## config.mk

```make
export PLATFORM = sky130hd
export DESIGN_NAME = io_sample_fifo
export DESIGN_NICKNAME = d
export VERILOG_FILES = /design/src/rtl/io_sample_fifo.sv
export SDC_FILE = /design/constraint.sdc
export NUM_CORES = 1
export LEC_CHECK = 0
export ABC_AREA = 1
export CAP_MARGIN = 20
export CORE_MARGIN = 5
export CORE_UTILIZATION = 45
export DETAILED_ROUTE_END_ITERATION = 8
export PLACE_DENSITY_LB_ADDON = 0.25
export SYNTH_ARGS = -nofsm -noshare
export SYNTH_HDL_FRONTEND = slang
export SYNTH_SLANG_ARGS = --single-unit
export TNS_END_PERCENT = 1
```

## constraint.sdc

```tcl
create_clock -name clk -period 2.1 [get_ports clk]
set_input_delay 0.42 -clock clk [delete_from_list [all_inputs] [get_ports clk]]
set_output_delay 0.42 -clock clk [all_outputs]
set_load 0.1 [all_outputs]
```

## src/rtl/io_sample_fifo.sv

```systemverilog
// io_sample_fifo: synchronised input capture into a show-ahead valid/ready FIFO.
// Define OVF_COUNT_EN to add the saturating ovf_cnt_o drop counter.
module io_sample_fifo #(
  parameter int WIDTH = 8,
  parameter int SYNC_STAGES = 2,
  parameter int DEPTH = 4,
  parameter logic [WIDTH-1:0] RESET_VAL = '1
) (
  input  logic                       clk,
  input  logic                       rst,
  input  logic [WIDTH-1:0]           din_i,
  input  logic [1:0]                 mode_i,
  input  logic                       strobe_i,
  output logic [WIDTH-1:0]           live_o,
  output logic [WIDTH-1:0]           out_data_o,
  output logic                       out_valid_o,
  input  logic                       out_ready_i,
  output logic [$clog2(DEPTH):0]     count_o,
  output logic                       overflow_o,
  input  logic                       clr_ovf_i
`ifdef OVF_COUNT_EN
  ,
  output logic [7:0]                 ovf_cnt_o
`endif
);
  localparam int AW = $clog2(DEPTH);
  logic [SYNC_STAGES-1:0][WIDTH-1:0] sync_q;
  logic [WIDTH-1:0] prev_q;
  logic [WIDTH-1:0] mem_q [DEPTH];
  logic [AW-1:0] wp_q, rp_q;
  logic [AW:0] cnt_q, cnt_d;
  logic ovf_q, ovf_d, ev, full, empty, push, pop, drop;
  assign live_o = sync_q[SYNC_STAGES-1];
  assign count_o = cnt_q;
  assign overflow_o = ovf_q;
  assign out_valid_o = !empty;
  assign out_data_o = empty ? RESET_VAL : mem_q[rp_q];
  always_comb begin
    ev = mode_i == 2'b01 ? live_o != prev_q : mode_i == 2'b10 ? strobe_i : mode_i == 2'b11;
    full = cnt_q == (AW+1)'(DEPTH);
    empty = cnt_q == '0;
    pop = !empty && out_ready_i;
    push = ev && (!full || pop);
    drop = ev && full && !pop;
    cnt_d = cnt_q + (AW+1)'(push) - (AW+1)'(pop);
    ovf_d = drop || (ovf_q && !clr_ovf_i);
  end
  always_ff @(posedge clk or posedge rst) begin
    if (rst) begin
      sync_q <= {SYNC_STAGES{RESET_VAL}};
      prev_q <= RESET_VAL;
      wp_q <= '0;
      rp_q <= '0;
      cnt_q <= '0;
      ovf_q <= 1'b0;
    end else begin
      sync_q <= {sync_q[SYNC_STAGES-2:0], din_i};
      prev_q <= live_o;
      wp_q <= wp_q + AW'(push);
      rp_q <= rp_q + AW'(pop);
      cnt_q <= cnt_d;
      ovf_q <= ovf_d;
    end
  end
  // Storage needs no reset: the head is masked to RESET_VAL while empty.
  always_ff @(posedge clk) begin
    if (push) mem_q[wp_q] <= live_o;
  end
`ifdef OVF_COUNT_EN
  logic [7:0] oc_q, oc_d;
  assign ovf_cnt_o = oc_q;
  always_comb oc_d = drop ? (clr_ovf_i ? 8'd1 : oc_q + 8'(oc_q != 8'hFF)) : clr_ovf_i ? 8'd0 : oc_q;
  always_ff @(posedge clk or posedge rst) begin
    if (rst) oc_q <= 8'd0;
    else oc_q <= oc_d;
  end
`endif
endmodule

```

==> metrics.txt, run 1 <==
growth of design area from synthesis to finish=37.8%; library cell with the largest summed area after synthesis=edfxtp_1; Worst Hold Path EP=live_o[3]$_DFF_PP1_; post-route setup slack=-0.182 ns; Antenna diodes=0; detailed-routing wirelength on met1=1.72 mm; transition at the pin with the smallest max-transition slack=0.350 ns; initial core utilization=46.2%; final net count=272; Final period util=109%; wire length of the first global-routing pass=6.91 mm; I/O Buffers=35; fill cell count=421; post-detailed-route DRC marker count=0; critical path capture point type=flop; endpoint required time on the critical path=2.30 ns; crit-path max cell delay=0.55 ns; final global-route overflow total=0; violation count after the first detailed-routing iteration=50; number of flip-flops and latches in the synthesized netlist=64; routed len/inst=12.8 µm; number of cells after detailed placement=309; clock edge transition at the registers on the reported setup and hold paths=0.06 ns; worst hold path depth=0; post-synth net total=209; Vias per Instance=4.53; class of the most critical hold timing path=flop to flop; CTS H-Tree Depth=3; TritonCTS buffer count=9; proportion of synthesized chip area in sequential cells=70.4%; maximum number of pins on one net before global-route repair=19; Die Width=85.2 µm; Tot GR Track Use=12.8%; clock tree from TritonCTS=built; highest-delay cell along the critical path=dfstp_2; placeable core region=0.00551 mm²; max-cap check violation count=0; total wire length=4.23 mm; result of the run=complete, but fails checks; Hold Violations, Final=0; via count of the first global-routing pass=1491; worst-case headroom to the max-slew limit=76.6%; most used flip-flop cell after synthesis=edfxtp_1; count of placed standard cells in the final layout, fillers left out=329; wire length on met2=2.17 mm; wire length on met3=212 µm; # rows=27; startpoint type of the worst setup path=flop; CP Max Fanout=4; top-level I/O count=36; shortest period the worst path allows=2.28 ns; max-slew violation count=0; hold path startpoint=sync_q[3]$_DFF_PP1_; Arr. time, crit path=2.49 ns; Synth Cell Area=0.00254 mm²; depth of the worst register-to-register path=13; unrepaired setup endpoints after global routing=true; number of cells produced by synthesis=189; Distinct cells, synth=22; ranking of synthesized cells by area=edfxtp_1, dfstp_2, dfrtp_1; Reg2Reg Setup Slack=-0.18 ns; Worst-Skew Late Latency=0.32 ns; fraction of layout cells with a size suffix above 1=40.9%; uppermost layer routed=met4; r2r endpoint=count_o[2]$_DFF_PP0_; vias after detailed routing=1492; Layout Skew=0.00746 ns; Post-synth ARST share=50.0%; Crit. Startpoint=live_o[1]$_DFF_PP1_; total die area=0.00726 mm²; RR Startpoint=live_o[1]$_DFF_PP1_; critical setup path kind=flop to flop; estimated wirelength of the detail-placed design=2.95 mm; cts-stage hold buffer count=0; final setup violation count=2; EDFF count, synth=32; failing checks=setup timing; initial antenna violation count=0; RD Place Congestion=0.712; Clock Tree Buf Depth=2; cell breakdown of the critical path=nand2_1, nand2_1, nand2_2, nor2_4, nand3_2, nand3_2, ha_4, inv_2, ha_4, inv_2, fa_2, xnor2_2, xor2_1; Die H=85.2 µm; fmax=438 MHz; clk sinks=64; number of nets still failing antenna checks after routing=0; router iterations before antenna repair=4; Yosys top cell area share=37.8%; Design Area, Final=0.00351 mm²; Warnings, synthesis=0; mean instance size in the synthesized netlist=13.5 µm²; root buf cell=clkbuf_8; Placement Cell Area=0.00324 mm²
## logic make-up after synthesis
family          synth area share (%)
mux                             3.15
fa+ha+maj                       2.75
xor+xnor                        2.41
flops                           70.4
simple gates                    7.42
compound gates                  5.21
buf+inv                         8.65
## through the flow
step                      setup TNS [ns]  hold slack (ns)  setup WS [ns]  utilization (%)
after floorplan                    -4.37            0.345         -0.533                -
after global placement            -0.424            0.345         -0.286             58.8
after detailed placement          -0.537            0.347         -0.368             58.8
after CTS                         -0.200            0.353         -0.154             63.1
after global routing              -0.730            0.356         -0.309             63.7
final                             -0.236            0.352         -0.182             63.7
## layout make-up
cell class,count,area [µm²],area share [%]
flip-flops and latches,64,1800,51.2
repair buffers,64,736,21.0
multi-input cells,83,588,16.8
clock buffers,16,180,5.14
inverters,30,116,3.32
well taps,72,90.1,2.57
## sequential cells by signal, indices dropped and copies added, names as in the netlist
register / count
count_o: 3
live_o: 8
mem_q: 32
overflow_o: 1
prev_q: 8
rp_q: 2
sync_q: 8
wp_q: 2
## cell usage after synthesis, types with 2 or more instances
library cell,number
nand2_1,34
nor2_1,6
buf_4,8
xor2_1,3
mux2i_1,8
ha_1,4
dfstp_2,24
dfrtp_1,8
edfxtp_1,32
xnor2_1,4
buf_6,2
nand3_2,2
o211ai_1,16
inv_1,30
## layer usage
| layer | GRT usage, % | up-vias |
|---|---|---|
| met4 | 8.35 | 0 |
| met5 | 0 | - |
| met3 | 4.08 | 13 |
| met1 | 14.3 | 701 |
| li1 | - | 741 |
| met2 | 21.1 | 37 |
## critical path, delay by kind of cell (launching register included)
family,cells,cell delay [ns]
adder cells (fa/ha/maj),3,0.71
AND/OR/NAND/NOR,6,0.51
flip-flops,1,0.55
buffers and inverters,2,0.09
XOR/XNOR,2,0.30
## how the worst max path moves through the flow
stage                     cells after the start  slack (ns)                    to
after floorplan                               4       -0.53         out_data_o[3]
after global placement                       10       -0.29  count_o[2]$_DFF_PP0_
after detailed placement                     10       -0.37  count_o[2]$_DFF_PP0_
after CTS                                    13       -0.15  count_o[2]$_DFF_PP0_
after global routing                         13       -0.31  count_o[2]$_DFF_PP0_
final                                        13       -0.18  count_o[2]$_DFF_PP0_
## placed cells by master (no fill, tap or decap), drive strengths merged
master	n
buf	50
clkdlybuf4s50	14
nor2	7
clkbuf	16
a21oi	1
nand3	3
edfxtp	32
ha	4
o211ai	16
a21o	1
inv	29
nand2	34
mux2i	8
xor2	3
clkinvlp	1
nand3b	1
dfstp	24
dfrtp	8
xnor2	4
fa	1
## timing repair
action | CTS | global route
pin swaps | 4 | 13
resized for setup | 10 | 6
buffers inserted | 2 | 2
gates cloned | 0 | 0
setup endpoints to repair | 10 | 9
Power of run 1 is left out: the tool's default activity adds up to more than one toggle a clock period on the data nets, which glitch-free logic cannot reach.
==> inputs of run 2 (changes only) <==
- CTS_CLUSTER_DIAMETER: default -> 200
- REMOVE_ABC_BUFFERS: default -> 1
==> run 2 against run 1 <==
  * Clock-buffer cell count fell by 5
  * Clock skew fell by 0.0017 ns
  * Highest routed layer unchanged
  * The flow still finishes with violations (setup timing)
  * Die area unchanged
==> metrics.txt, run 2 (synthesized netlist as in run 1, its figures left out) <==
post-detailed-route DRC marker count=0; Final period util=110%; estimated wirelength of the detail-placed design=2.86 mm; initial core utilization=46.2%; cts-stage hold buffer count=0; violation count after the first detailed-routing iteration=59; class of the most critical hold timing path=flop to flop; TritonCTS buffer count=9; max-slew violation count=0; unrepaired setup endpoints after global routing=true; growth of design area from synthesis to finish=40.2%; Worst-Skew Late Latency=0.32 ns; cell family contributing the most delay on the critical path=adder cells; startpoint type of the worst setup path=flop; post-route setup slack=-0.215 ns; area of the multi-input gates=628 µm²; Vias per Instance=4.69; Die Width=85.2 µm; worst-case headroom to the max-slew limit=69.7%; result of the run=complete, but fails checks; highest-delay cell along the critical path=dfstp_2; Layout Skew=0.00572 ns; cell breakdown of the critical path=nand2_1, nand2_1, nand2_2, nor2_4, nand3_4, nand3_4, ha_4, inv_2, ha_4, inv_2, fa_2, xnor2_2, xor2_1; maximum number of pins on one net before global-route repair=33; Placement Cell Area=0.00320 mm²; critical setup path kind=flop to flop; vias after detailed routing=1539; count of buffer and inverter cells on the critical path=2; Storage cell area=0.00179 mm²; final setup violation count=42; max-cap check violation count=0; clk sinks=64; top-level I/O count=36; initial antenna violation count=0; shortest period the worst path allows=2.32 ns; max reg flops=32; total wire length=4.48 mm; CTS H-Tree Depth=3; routed len/inst=13.7 µm; # rows=27; final global-route overflow total=0; endpoint required time on the critical path=2.30 ns; fill cell count=391; Antenna diodes=0; placeable core region=0.00551 mm²; RD Place Congestion=0.729; Design Area, Final=0.00357 mm²; router iterations before antenna repair=4; failing checks=setup timing; Tot GR Track Use=13.4%; Hold Violations, Final=0; most frequent cells in the layout=nand2_1, edfxtp_1, inv_1; transition at the pin with the smallest max-transition slack=0.453 ns; register with the most flip-flops=mem_q; wire length of the first global-routing pass=7.34 mm; Die H=85.2 µm; clock edge transition at the registers on the reported setup and hold paths=0.07 ns; total die area=0.00726 mm²; Clock Tree Buf Depth=2; Arr. time, crit path=2.52 ns; clock tree from TritonCTS=built; utilization of the core after routing=64.8%; fraction of layout cells with a size suffix above 1=39.8%; via count of the first global-routing pass=1526; root buf cell=clkbuf_8; fmax=432 MHz; critical path capture point type=flop; pre-CTS setup slack=-0.325 ns; final net count=271; number of nets still failing antenna checks after routing=0; crit-path max cell delay=0.56 ns; CP Max Fanout=4; I/O Buffers=35
run 2: cell count changes in the layout (fill, tap and decap cells not counted), sizes merged:
cell / previous run / this run
clkinv: 0 / 4
bufinv: 0 / 1
clkinvlp: 1 / 0
inv: 29 / 30
buf: 50 / 49
clkbuf: 16 / 11
run 2: final timing paths:
check | startpoint | to | slack, ns | cells after the start
min in group asynchronous | rst | wp_q[0]$_DFF_PP0_ | 0.48 | 3
max reg2reg | live_o[1]$_DFF_PP1_ | count_o[2]$_DFF_PP0_ | -0.22 | 13
max | live_o[1]$_DFF_PP1_ | count_o[2]$_DFF_PP0_ | -0.22 | 13
min | sync_q[1]$_DFF_PP1_ | live_o[1]$_DFF_PP1_ | 0.35 | 0
min reg2reg | sync_q[1]$_DFF_PP1_ | live_o[1]$_DFF_PP1_ | 0.35 | 0
max in group asynchronous | rst | live_o[6]$_DFF_PP1_ | 1.31 | 3
run 2: layout make-up:
class                   count  share of cell area, %
clock buffers              11                   3.68
clock inverters             5                   1.33
inverters                  30                   3.16
multi-input cells          83                   17.6
flip-flops and latches     64                   50.2
well taps                  72                   2.53
repair buffers             63                   21.5
run 2: layer usage:
metal | routed length [µm] | up-vias | track usage (%) | share of wire (%)
met5 | 0 | - | 0 | 0
met4 | 129 | 0 | 9.35 | 2.9
met3 | 146 | 10 | 3.30 | 3.3
met2 | 2400 | 26 | 21.8 | 54
met1 | 1800 | 765 | 15.6 | 40
li1 | - | 738 | - | -
run 2: timing repair:
item | in CTS | in global routing
endpoints found under the setup margin | 10 | 45
pin swaps | 11 | 9
buffers inserted | 7 | 0
hold endpoints to repair | 0 | 0
gates cloned | 0 | 0
gates resized for setup | 21 | 14
run 2: metrics by stage:
step,std cells,hold slack (ns),TNS [ns]
3_3_place_gp,306,0.346,-0.432
6_report,328,0.354,-2.16
5_1_grt,328,0.354,-6.03
3_5_place_dp,306,0.347,-0.484
2_1_floorplan,177,0.345,-15.19
4_1_cts,329,0.353,-6.51
Power of run 2 is left out for the same reason.
==> inputs of run 3 (changes only) <==
- SKIP_CTS_REPAIR_TIMING: default -> 1
==> run 3 against run 2 <==
  * Sequential share of layout area is 1.8 points higher
  * Design area down 3.4%
  * Routed wire length decreased by 5.3%
  * Clock skew grew 0.00052 ns
  * Critical path type unchanged
  * Fmax fell by 0.11%
  * Register-to-register slack is essentially flat
  * Critical endpoint unchanged
  * Core utilization is 2.2 points lower
  * Critical path depth shrank 1
  * Final cell count shrank 1.2%
  * The run still ends with setup timing left
  * Via count fell by 2.8%
  * Non-clock buffer count decreased by 4
  * Global-route usage decreased by 0.90 points
==> metrics.txt, run 3 (synthesized netlist as in run 1, its figures left out) <==
result of the run=complete, but fails checks; failing checks=setup timing; violation count after the first detailed-routing iteration=75; area of the multi-input gates=581 µm²; worst-case headroom to the max-slew limit=69.9%; Worst-Skew Late Latency=0.32 ns; Clock Tree Buf Depth=2; endpoint required time on the critical path=2.34 ns; clock edge transition at the registers on the reported setup and hold paths=0.07 ns; vias after detailed routing=1496; detailed-routing wirelength on met1=1.78 mm; router iterations before antenna repair=4; Final period util=110%; wire length of the first global-routing pass=6.84 mm; wire length on met2=2.20 mm; maximum number of pins on one net before global-route repair=33; Vias per Instance=4.62; max reg flops=32; shortest period the worst path allows=2.32 ns; max-cap check violation count=0; wire length on met3=185 µm; Die Width=85.2 µm; post-route setup slack=-0.218 ns; unrepaired setup endpoints after global routing=true; final net count=267; crit-path max cell delay=0.54 ns; final setup violation count=10; cell breakdown of the critical path=xnor2_1, nand2_1, nor2_2, nand3_2, nand3_2, ha_4, inv_2, ha_4, inv_2, fa_2, xnor2_2, xor2_1; Antenna diodes=0; post-detailed-route DRC marker count=0; critical setup path kind=flop to flop; via count of the first global-routing pass=1450; Storage cell area=0.00179 mm²; total wire length=4.24 mm; routed len/inst=13.1 µm; RD Place Congestion=0.729; Hold Violations, Final=0; TritonCTS buffer count=9; startpoint type of the worst setup path=flop; top-level I/O count=36; I/O Buffers=35; # rows=27; worst hold slack across all endpoints=0.353 ns; final global-route overflow total=0; cell family contributing the most delay on the critical path=adder cells; estimated wirelength of the detail-placed design=2.86 mm; initial core utilization=46.2%; CTS H-Tree Depth=3; root buf cell=clkbuf_8; pre-CTS setup slack=-0.325 ns; fmax=431 MHz; Arr. time, crit path=2.56 ns; highest-delay cell along the critical path=dfstp_2; placeable core region=0.00551 mm²; critical path capture point type=flop; max-slew violation count=0; Tot GR Track Use=12.5%; register with the most flip-flops=mem_q; transition at the pin with the smallest max-transition slack=0.450 ns; growth of design area from synthesis to finish=35.3%; fill cell count=403; total die area=0.00726 mm²; clk sinks=64; initial antenna violation count=0; CP Max Fanout=2; Die H=85.2 µm; uppermost layer routed=met4; number of cells after detailed placement=306; count of buffer and inverter cells on the critical path=2; count of placed standard cells in the final layout, fillers left out=324; clock tree from TritonCTS=built; fraction of layout cells with a size suffix above 1=36.9%; most frequent cells in the layout=nand2_1, edfxtp_1, inv_1, buf_4, dfstp_2; Layout Skew=0.00624 ns; number of nets still failing antenna checks after routing=0; class of the most critical hold timing path=flop to flop
## run 3: final timing paths
check	to	from	cells past startpoint	slack, ns
worst max register to register	count_o[2]$_DFF_PP0_	live_o[6]$_DFF_PP1_	12	-0.22
max in group asynchronous	live_o[2]$_DFF_PP1_	rst	3	1.31
worst min register to register	live_o[1]$_DFF_PP1_	sync_q[1]$_DFF_PP1_	0	0.35
min in group asynchronous	wp_q[0]$_DFF_PP0_	rst	3	0.48
worst min-delay path	live_o[1]$_DFF_PP1_	sync_q[1]$_DFF_PP1_	0	0.35
worst max-delay path	count_o[2]$_DFF_PP0_	live_o[6]$_DFF_PP1_	12	-0.22
## run 3: per-stage QoR
stage / setup TNS, ns / area (µm²) / utilization [%]
2_1_floorplan: -15.19 / 2440 / -
3_3_place_gp: -0.432 / 3200 / 58.2
3_5_place_dp: -0.484 / 3200 / 58.2
4_1_cts: -1.39 / 3380 / 61.4
5_1_grt: -2.35 / 3440 / 62.6
6_report: -1.20 / 3440 / 62.6
## run 3: layout make-up
| type | instances | area share (%) |
|---|---|---|
| flip-flops and latches | 64 | 52.0 |
| repair buffers | 59 | 20.1 |
| multi-input cells | 83 | 16.9 |
| clock buffers | 11 | 3.81 |
| inverters | 30 | 3.27 |
| well taps | 72 | 2.62 |
| clock inverters | 5 | 1.38 |
## run 3: layer usage
metal,GRT usage (%),vias to the layer above
met4,7.48,0
li1,-,731
met2,20.6,34
met5,0,-
met3,3.30,6
met1,14.7,725
## run 3: worst reg2reg max path: stages, from the launching register on
cell     delay (ns)
dfstp_2        0.54
xnor2_1        0.11
nand2_1        0.10
nor2_2         0.13
nand3_2        0.10
nand3_2        0.10
ha_4           0.20
inv_2          0.06
ha_4           0.11
inv_2          0.03
fa_2           0.40
xnor2_2        0.19
xor2_1         0.17
Power of run 3 is left out for the same reason.
